[src/rtl/lsu_subword_ctrl.sv]
// -----------------------------------------------------------------------------
// lsu_subword_ctrl
// MEM-stage load/store controller in front of a word-only data memory.
// RV32I byte/half/word loads and stores are mapped onto 32-bit memory words:
// loads are extracted and sign/zero-extended, sub-word stores become a
// read-modify-write, and misaligned or out-of-range requests raise a fault.
//
// Ports
//   clk, resetn         clock (rising edge), asynchronous active-low reset
//   req_valid/we        request present / 1 = store
//   req_funct3          RV32I width code (0 B, 1 H, 2 W, 4 BU, 5 HU)
//   req_addr/wdata      byte address / store data
//   stall               pipeline freeze
//   rdata/rdata_valid   extended load result / one-cycle valid pulse
//   fault               one-cycle pulse for a misaligned or out-of-range access
//   mem_A/WD/WE         word address, write data and write enable to memory
//   mem_RD              memory read data (one cycle after mem_A)
// -----------------------------------------------------------------------------
module lsu_subword_ctrl #(
  parameter int unsigned DMEM_WORDS = 4096
) (
  input  logic        clk,
  input  logic        resetn,
  input  logic        req_valid,
  input  logic        req_we,
  input  logic [2:0]  req_funct3,
  input  logic [31:0] req_addr,
  input  logic [31:0] req_wdata,
  output logic        stall,
  output logic [31:0] rdata,
  output logic        rdata_valid,
  output logic        fault,
  output logic [31:0] mem_A,
  output logic [31:0] mem_WD,
  output logic        mem_WE,
  input  logic [31:0] mem_RD
);

  typedef enum logic [1:0] {
    S_IDLE      = 2'd0,
    S_LD_WAIT   = 2'd1,
    S_RMW_WAIT  = 2'd2,
    S_RMW_WRITE = 2'd3
  } state_e;

  state_e      state_q;
  logic [2:0]  f3_q;
  logic [31:0] addr_q;
  logic [15:0] wdata_q;
  logic [31:0] buf_q;
  logic [31:0] rdata_q;
  logic        rdata_valid_q;
  logic        fault_q;

  logic in_idle_s;
  logic f3_legal_s;
  logic misaligned_s;
  logic oor_s;
  logic fault_s;
  logic go_s;
  logic accept_ld_s;
  logic accept_rmw_s;
  logic accept_sw_s;

  // Select the addressed byte/half of a loaded word and extend it to 32 bits.
  function automatic logic [31:0] load_extend(input logic [31:0] word,
                                              input logic [2:0]  f3,
                                              input logic [1:0]  off);
    logic [7:0]  b;
    logic [15:0] h;
    logic [31:0] res;
    b = word[{off, 3'b000} +: 8];
    h = off[1] ? word[31:16] : word[15:0];
    case (f3)
      3'd0:    res = {{24{b[7]}}, b};
      3'd1:    res = {{16{h[15]}}, h};
      3'd4:    res = {24'd0, b};
      3'd5:    res = {16'd0, h};
      default: res = word;
    endcase
    return res;
  endfunction

  // Overlay store data onto the old word at the addressed lane; funct3[0]
  // distinguishes half (1) from byte (0) since only SB/SH reach here.
  function automatic logic [31:0] rmw_merge(input logic [31:0] word,
                                            input logic [15:0] wdata,
                                            input logic [2:0]  f3,
                                            input logic [1:0]  off);
    logic [31:0] res;
    res = word;
    if (f3[0] == 1'b0) begin
      res[{off, 3'b000} +: 8] = wdata[7:0];
    end else if (off[1]) begin
      res[31:16] = wdata;
    end else begin
      res[15:0] = wdata;
    end
    return res;
  endfunction

  // Request decode and memory-side/stall outputs.
  always_comb begin
    in_idle_s    = (state_q == S_IDLE);
    f3_legal_s   = 1'b0;
    misaligned_s = 1'b0;
    case (req_funct3)
      3'd0, 3'd1, 3'd2, 3'd4, 3'd5: f3_legal_s = 1'b1;
      default:                      f3_legal_s = 1'b0;
    endcase
    case (req_funct3[1:0])
      2'b01:   misaligned_s = req_addr[0];
      2'b10:   misaligned_s = (req_addr[1:0] != 2'b00);
      default: misaligned_s = 1'b0;
    endcase
    oor_s        = ({2'b00, req_addr[31:2]} >= 32'(DMEM_WORDS));
    fault_s      = in_idle_s & req_valid & f3_legal_s & (misaligned_s | oor_s);
    go_s         = in_idle_s & req_valid & f3_legal_s & ~(misaligned_s | oor_s);
    accept_ld_s  = go_s & ~req_we;
    accept_rmw_s = go_s & req_we & (req_funct3 == 3'd0 || req_funct3 == 3'd1);
    accept_sw_s  = go_s & req_we & (req_funct3 == 3'd2);

    // Gating with resetn keeps the pipeline and memory quiet during reset.
    stall  = resetn & (~in_idle_s | accept_ld_s | accept_rmw_s);
    mem_WE = resetn & (accept_sw_s | (state_q == S_RMW_WRITE));
    if (in_idle_s) begin
      mem_A  = {req_addr[31:2], 2'b00};
      mem_WD = req_wdata;
    end else begin
      mem_A  = {addr_q[31:2], 2'b00};
      mem_WD = buf_q;
    end
  end

  // Controller FSM, request latch, write buffer and registered result flags.
  always_ff @(posedge clk or negedge resetn) begin
    if (!resetn) begin
      state_q       <= S_IDLE;
      f3_q          <= 3'd0;
      addr_q        <= 32'd0;
      wdata_q       <= 16'd0;
      buf_q         <= 32'd0;
      rdata_q       <= 32'd0;
      rdata_valid_q <= 1'b0;
      fault_q       <= 1'b0;
    end else begin
      rdata_valid_q <= 1'b0;
      fault_q       <= fault_s;
      case (state_q)
        S_IDLE: begin
          if (accept_ld_s || accept_rmw_s) begin
            f3_q    <= req_funct3;
            addr_q  <= req_addr;
            wdata_q <= req_wdata[15:0];
            state_q <= accept_ld_s ? S_LD_WAIT : S_RMW_WAIT;
          end else begin
            state_q <= S_IDLE;
          end
        end
        S_LD_WAIT: begin
          rdata_q       <= load_extend(mem_RD, f3_q, addr_q[1:0]);
          rdata_valid_q <= 1'b1;
          state_q       <= S_IDLE;
        end
        S_RMW_WAIT: begin
          buf_q   <= rmw_merge(mem_RD, wdata_q, f3_q, addr_q[1:0]);
          state_q <= S_RMW_WRITE;
        end
        S_RMW_WRITE: begin
          state_q <= S_IDLE;
        end
        default: begin
          state_q <= S_IDLE;
        end
      endcase
    end
  end

  assign rdata       = rdata_q;
  assign rdata_valid = rdata_valid_q;
  assign fault       = fault_q;

endmodule

[config.mk]
export PLATFORM = sky130hd
export DESIGN_NAME = lsu_subword_ctrl
export DESIGN_NICKNAME = d
export VERILOG_FILES = /design/src/rtl/lsu_subword_ctrl.sv
export SDC_FILE = /design/constraint.sdc
export NUM_CORES = 1
export LEC_CHECK = 0
export BUFFER_PORTS_ARGS = -buffer_cell sky130_fd_sc_hd__buf_2
export CELL_PAD_IN_SITES_DETAIL_PLACEMENT = 0
export CELL_PAD_IN_SITES_GLOBAL_PLACEMENT = 1
export CORE_AREA = 2 2 134 136
export DETAILED_ROUTE_END_ITERATION = 10
export DIE_AREA = 0 0 136 138
export PLACE_DENSITY_LB_ADDON = 0.1
export SETUP_SLACK_MARGIN = 0.15
export SKIP_LAST_GASP = 1
export SYNTH_ARGS = -nofsm -noshare
export SYNTH_HDL_FRONTEND = slang
export SYNTH_SLANG_ARGS = --single-unit
[constraint.sdc]
create_clock -name clk -period 2.9 [get_ports clk]
set_input_delay 0.29 -clock clk [delete_from_list [all_inputs] [get_ports clk]]
set_output_delay 0.29 -clock clk [all_outputs]
set_load 0.01 [all_outputs]
Word level (Yosys, flattened, before mapping)
Index checks and enable logic that the tools add are counted.
{"block": "classes", "n_addsub": 1, "n_mul": 0, "div_mod_pow": 0, "n_lt_le_gt_ge": 1, "eq_ne": 12, "shifts": 3, "n_mux": 14, "n_bitwise": 17, "reduce_logical": 9}
{"cell": "case mux 32 bit (4 select lines)", "n": 1}
{"cell": "two-way mux 32 bit", "n": 3}
{"cell": "two-way mux 16 bit", "n": 3}
{"cell": "bitwise mux 32 bit", "n": 1}
{"cell": "variable shift 8 x 7 -> 32 bit (first input constant)", "n": 1}
{"cell": "variable part select 32 x 6 -> 8 bit", "n": 1}
{"cell": "variable part select 8 x 7 -> 32 bit", "n": 1}
{"cell": ">= comparator 30 x 13 -> 1 bit (second input constant)", "n": 1}
{"cell": "equality test 3 bit (second input constant)", "n": 4}
{"cell": "bitwise AND 1 bit", "n": 10}
{"cell": "negator 5 -> 7 bit", "n": 1}
{"cell": "equality test 2 bit (second input constant)", "n": 3}
{"cell": "equality test 3 x 1 -> 1 bit (second input constant)", "n": 2}
{"cell": "logical NOT 3 bit", "n": 2}
{"cell": "case mux 2 bit (3 select lines)", "n": 1}
{"cell": "OR reduction 5 bit", "n": 1}
{"cell": "equality test 2 x 1 -> 1 bit (second input constant)", "n": 2}
{"cell": "two-way mux 2 bit", "n": 2}
{"cell": "bitwise OR 1 bit", "n": 4}
{"cell": "equality test 3 x 2 -> 1 bit (second input constant)", "n": 1}
{"cell": "NOT 1 bit", "n": 3}
{"cell": "logical NOT 2 bit", "n": 1}
{"cell": "logical OR 1 bit", "n": 2}
{"cell": "two-way mux 1 bit", "n": 2}
{"cell": "4 further kinds", "n": 4}
{"block": "totals", "register_bits": 119, "latch_bits": 0, "ram_bits": 0, "mem_bits_ro": 0, "in_bits": 103, "mem_count": 0}

Logic depth before layout (Yosys ltp)
{"block": "logic_depth", "ltp_word": 10, "mapped_depth": 9, "depth_no_buf": 6}

Worst setup path after synthesis
No wires, ideal clock.
{"block": "synth_timing", "path_type": "register -> register", "start": "register addr_q[1]", "end": "register buf_q[0]", "setup_ps": 64, "arrival_time_ps": 2337, "required_ps": 2836, "path_slack_ps": 499, "path_stages_with_launch": 9, "path_cell_list": "dfrtp_1 buf_2 buf_1 inv_1 ha_1 nor4bb_1 a221oi_1 a211oi_1 a21o_1"}
{"block": "synth_between", "elab_chain_cells": 4}
{"element": "start, declared", "line_no": "48", "rtl": "logic [31:0] addr_q;"}
{"element": "start signal, assigned", "line_no": "153", "rtl": "addr_q <= req_addr;"}
{"element": "negator 5 -> 7 bit", "line_no": "93", "rtl": "res[{off, 3'b000} +: 8] = wdata[7:0];"}
{"element": "variable part select 8 x 7 -> 32 bit / variable shift 8 x 7 -> 32 bit (equally long branches)", "line_no": "93"}
{"element": "bitwise mux 32 bit", "line_no": "93"}
{"element": "two-way mux 32 bit (*)", "line_no": "92", "rtl": "if (f3[0] == 1'b0) begin"}
{"element": "end signal, assigned", "line_no": "166", "rtl": "buf_q <= rmw_merge(mem_RD, wdata_q, f3_q, addr_q[1:0]);"}
{"element": "end, declared", "line_no": "50", "rtl": "logic [31:0] buf_q;"}
Every way passes the cells marked *; elsewhere a longest branch is shown, timed or not.
A chain may end at the register's enable or synchronous reset.

Final worst setup path
{"block": "layout_timing", "start": "register state_q[1]", "end": "output mem_WD[12]"}
{"block": "layout_between", "elab_chain_cells": 2}
{"element": "start, declared", "line_no": "46", "rtl": "state_e state_q;"}
{"element": "start signal, assigned", "line_no": "155", "rtl": "state_q <= accept_ld_s ? S_LD_WAIT : S_RMW_WAIT;"}
{"element": "logical NOT 2 bit", "line_no": "104", "rtl": "in_idle_s = (state_q == S_IDLE);"}
{"element": "two-way mux 32 bit", "line_no": "126", "rtl": "if (in_idle_s) begin"}
{"element": "end, declared", "line_no": "34", "rtl": "output logic [31:0] mem_WD,"}
Every way passes these cells.

==> qor.csv <==
metric;value;unit
Post-Synth Simple-Gate Area;0.105;
Synth top cells by count;dfrtp_1, mux2_2, nand2_1;
critical path capture point type;primary output;
Critical Path Source;state_q[1]$_DFF_PN0_;
Worst Path Arrival;2.24;ns
largest net degree at the start of global routing;63;
final core occ;0.479;
worst-case vdd ir drop;0.000384;V
Reg2Reg Depth;7;
# port buffers;200;
number of remaining DRC errors;0;
most common cell in the netlist;dfrtp_1;
r2r endpoint;buf_q[28]$_DFFE_PN0P_;
Placed Cells;998;
Worst-path clk slew;0.06;ns
root buf cell;clkbuf_16;
Syn-to-layout area delta;27.1;%
post-CTS setup buffer count;0;
post-synthesis async set-or-reset flop share;1.00;
worst hold path type;in2reg;
worst reg2reg startpoint;addr_q[1]$_DFFE_PN0P_;
register area share after synthesis;0.451;
DRT iter0 DRCs;325;
EDFF count, synth;0;
mux contribution to synthesized area;0.227;
drt wl/cell;18.8;um
Adder-Cell Fraction of Synth Area;0.0152;
CP required;2.61;ns
DR vias;5532;
CTS tree;done;
Setup Viol. Count Final;0;
GRT overflow;0;
Longest Clk Path Bufs;2;
share of layout cells above drive strength 1;0.443;
first-pass GRT wire length;30.5;mm
TritonRoute pass-1 iters;6;
Post-Synth XOR/XNOR Area;0;
RSZ-0062 raised after global routing;no;
post-layout min period;2.53;ns
Worst Clk Skew;0.0202;ns
Mapped Area;6600;um2
Die ar.;18800;um2
Max Fclk;0.395;GHz
Starting Density;0.377;
# IOs;203;
complex-gate fraction of the synthesized area;0.161;
Finished Layout Cells;1031;
#FFs+latches synth;119;
Yosys warnings;0;
Post-Syn Area per Cell;11.0;um2
largest family of logic cells by synthesized area;multiplexers;
initial antenna violation count;0;
Final Instance Area;8390;um2
beginning of the worst hold path;req_we;
Startpoint Class;register;
number of global-route vias before repair;5572;
Setup TNS;0;ns
Antenna Violating Nets Remaining;0;
WHS Endpoint;state_q[0]$_DFF_PN0_;
diodes inserted;0;
area of the multi-input gates;3370;um2
CORE AREA;17500;um2
die span in x;136;um
R2R Setup Slk;0.58;ns
Post-synth top flop;dfrtp_1;
status;complete, no violations;
Worst Path Max Fanout;62;
Cells on Worst Hold Path;2;
final worst-path cycle share;0.873;
Final Max Slew Viols;0;
kind of critical path;reg2out;
Area contributors post-synth;dfrtp_1, mux2_2, mux2i_1;
CTS Sinks;119;
worst-margin pin slew;0.851;ns
final WL;19.4;mm
Slew headroom;0.433;
Pleak;4.17;nW
Final Wtd Congestion;0.834;
Register Area;2980;um2
post-synthesis cell type count;46;
GRT Resource Usage Total;0.210;
CTS buffer count;17;
Worst-Skew Late Latency;0.43;ns
H-tree depth;4;
Final HPWL DP;14.2;mm
Nets;900;
dpl cell area;7790;um2
Syn Inst Count;601;
fill cell count;1693;
Max Cap Viol;0;
Synth top area share;0.451;
Die Height;138;um
Pwr Density;484;nW/um2
Core Rows;49;
largest area contributor in the synthesized netlist;dfrtp_1;
Hold Vio Cnt, Final;0;
vias per inst;5.37;
cells in the final DEF (no fill, tap or decap), types with 6 or more instances in the layout:
master / synthesis / final
clkinv_2: 0 / 6
dfrtp_1: 119 / 117
nand2_1: 40 / 40
a221oi_1: 25 / 25
nand3b_1: 7 / 7
a22oi_1: 14 / 14
nor2b_1: 20 / 20
a211oi_1: 25 / 25
a21oi_1: 13 / 13
nor2_1: 14 / 14
clkbuf_16: 0 / 17
buf_2: 6 / 199
inv_1: 11 / 11
mux2_2: 102 / 102
ha_1: 8 / 8
o22a_1: 8 / 8
buf_4: 3 / 15
nand3_1: 31 / 31
a21o_1: 26 / 26
mux2i_1: 33 / 33
a31oi_1: 7 / 7
o21ai_0: 21 / 21
metal layers:
layer | global-route usage | vias up | part of all wire
met3 | 0.0550 | 17 | 0.070
li1 | - | 2623 | -
met2 | 0.314 | 188 | 0.47
met5 | 0 | - | 0
met4 | 0.0817 | 0 | 0.017
met1 | 0.290 | 2704 | 0.45
power by group:
| part | internal, mW | leakage [nW] | switching (mW) |
|---|---|---|---|
| combinational | 0.140 | 2.38 | 0.171 |
| sequential | 1.66 | 1.50 | 0.000304 |
| clock | 1.34 | 0.292 | 0.742 |
| total | 3.15 | 4.17 | 0.914 |
how the worst max path moves through the flow:
stage / endpoint / slack, ns / depth (start not counted)
after CTS: mem_WD[12] / 0.35 / 4
after global placement: stall / 0.60 / 9
after floorplan: buf_q[0]$_DFFE_PN0P_ / 0.50 / 8
after global routing: mem_WD[12] / 0.24 / 4
after detailed placement: stall / 0.53 / 9
final: mem_WD[12] / 0.37 / 4
flip-flops by register name (all words and copies together) (netlist names):
name,flops
addr_q,32
buf_q,32
f3_q,3
fault,1
rdata,32
rdata_valid,1
state_q,2
wdata_q,16
layout make-up:
type	count	area share
Sequential cell	119	0.355
Tap cell	229	0.0341
Timing Repair Buffer	215	0.133
Clock inverter	9	0.0116
Multi-Input combinational cell	424	0.402
Inverter	12	0.00537
Clock buffer	23	0.0582
critical path, cell delays in order (launching register included):
cell,delay (ns)
dfrtp_1,0.44
nor2_4,0.14
buf_4,0.62
mux2_2,0.42
buf_2,0.14
logic make-up (layout without fill, tap and decap cells):
logic type      count (synthesis)  after routing
compound gates                147            147
fa+ha+maj                       8              8
buf+inv                        59            259
flops                         119            119
mux                           136            136
other cells                     1              2
simple gates                  131            131
per-stage QoR:
| stage | power [mW] | setup slack, ns | hold WS, ns |
|---|---|---|---|
| 3_5_place_dp | 2.01 | 0.534 | 0.339 |
| 5_1_grt | 4.24 | 0.237 | 0.0909 |
| 3_3_place_gp | 2.00 | 0.599 | 0.326 |
| 4_1_cts | 4.11 | 0.348 | 0.0850 |
| 6_report | 4.06 | 0.370 | 0.100 |
| 2_1_floorplan | 1.81 | 0.499 | -0.00559 |
timing repair:
item | in CTS | in global routing
gates resized for setup | 0 | 0
hold buffers | 1 | 0
endpoints found under the hold margin | 40 | 0
No activity file was read; power rests on OpenSTA's default activity.
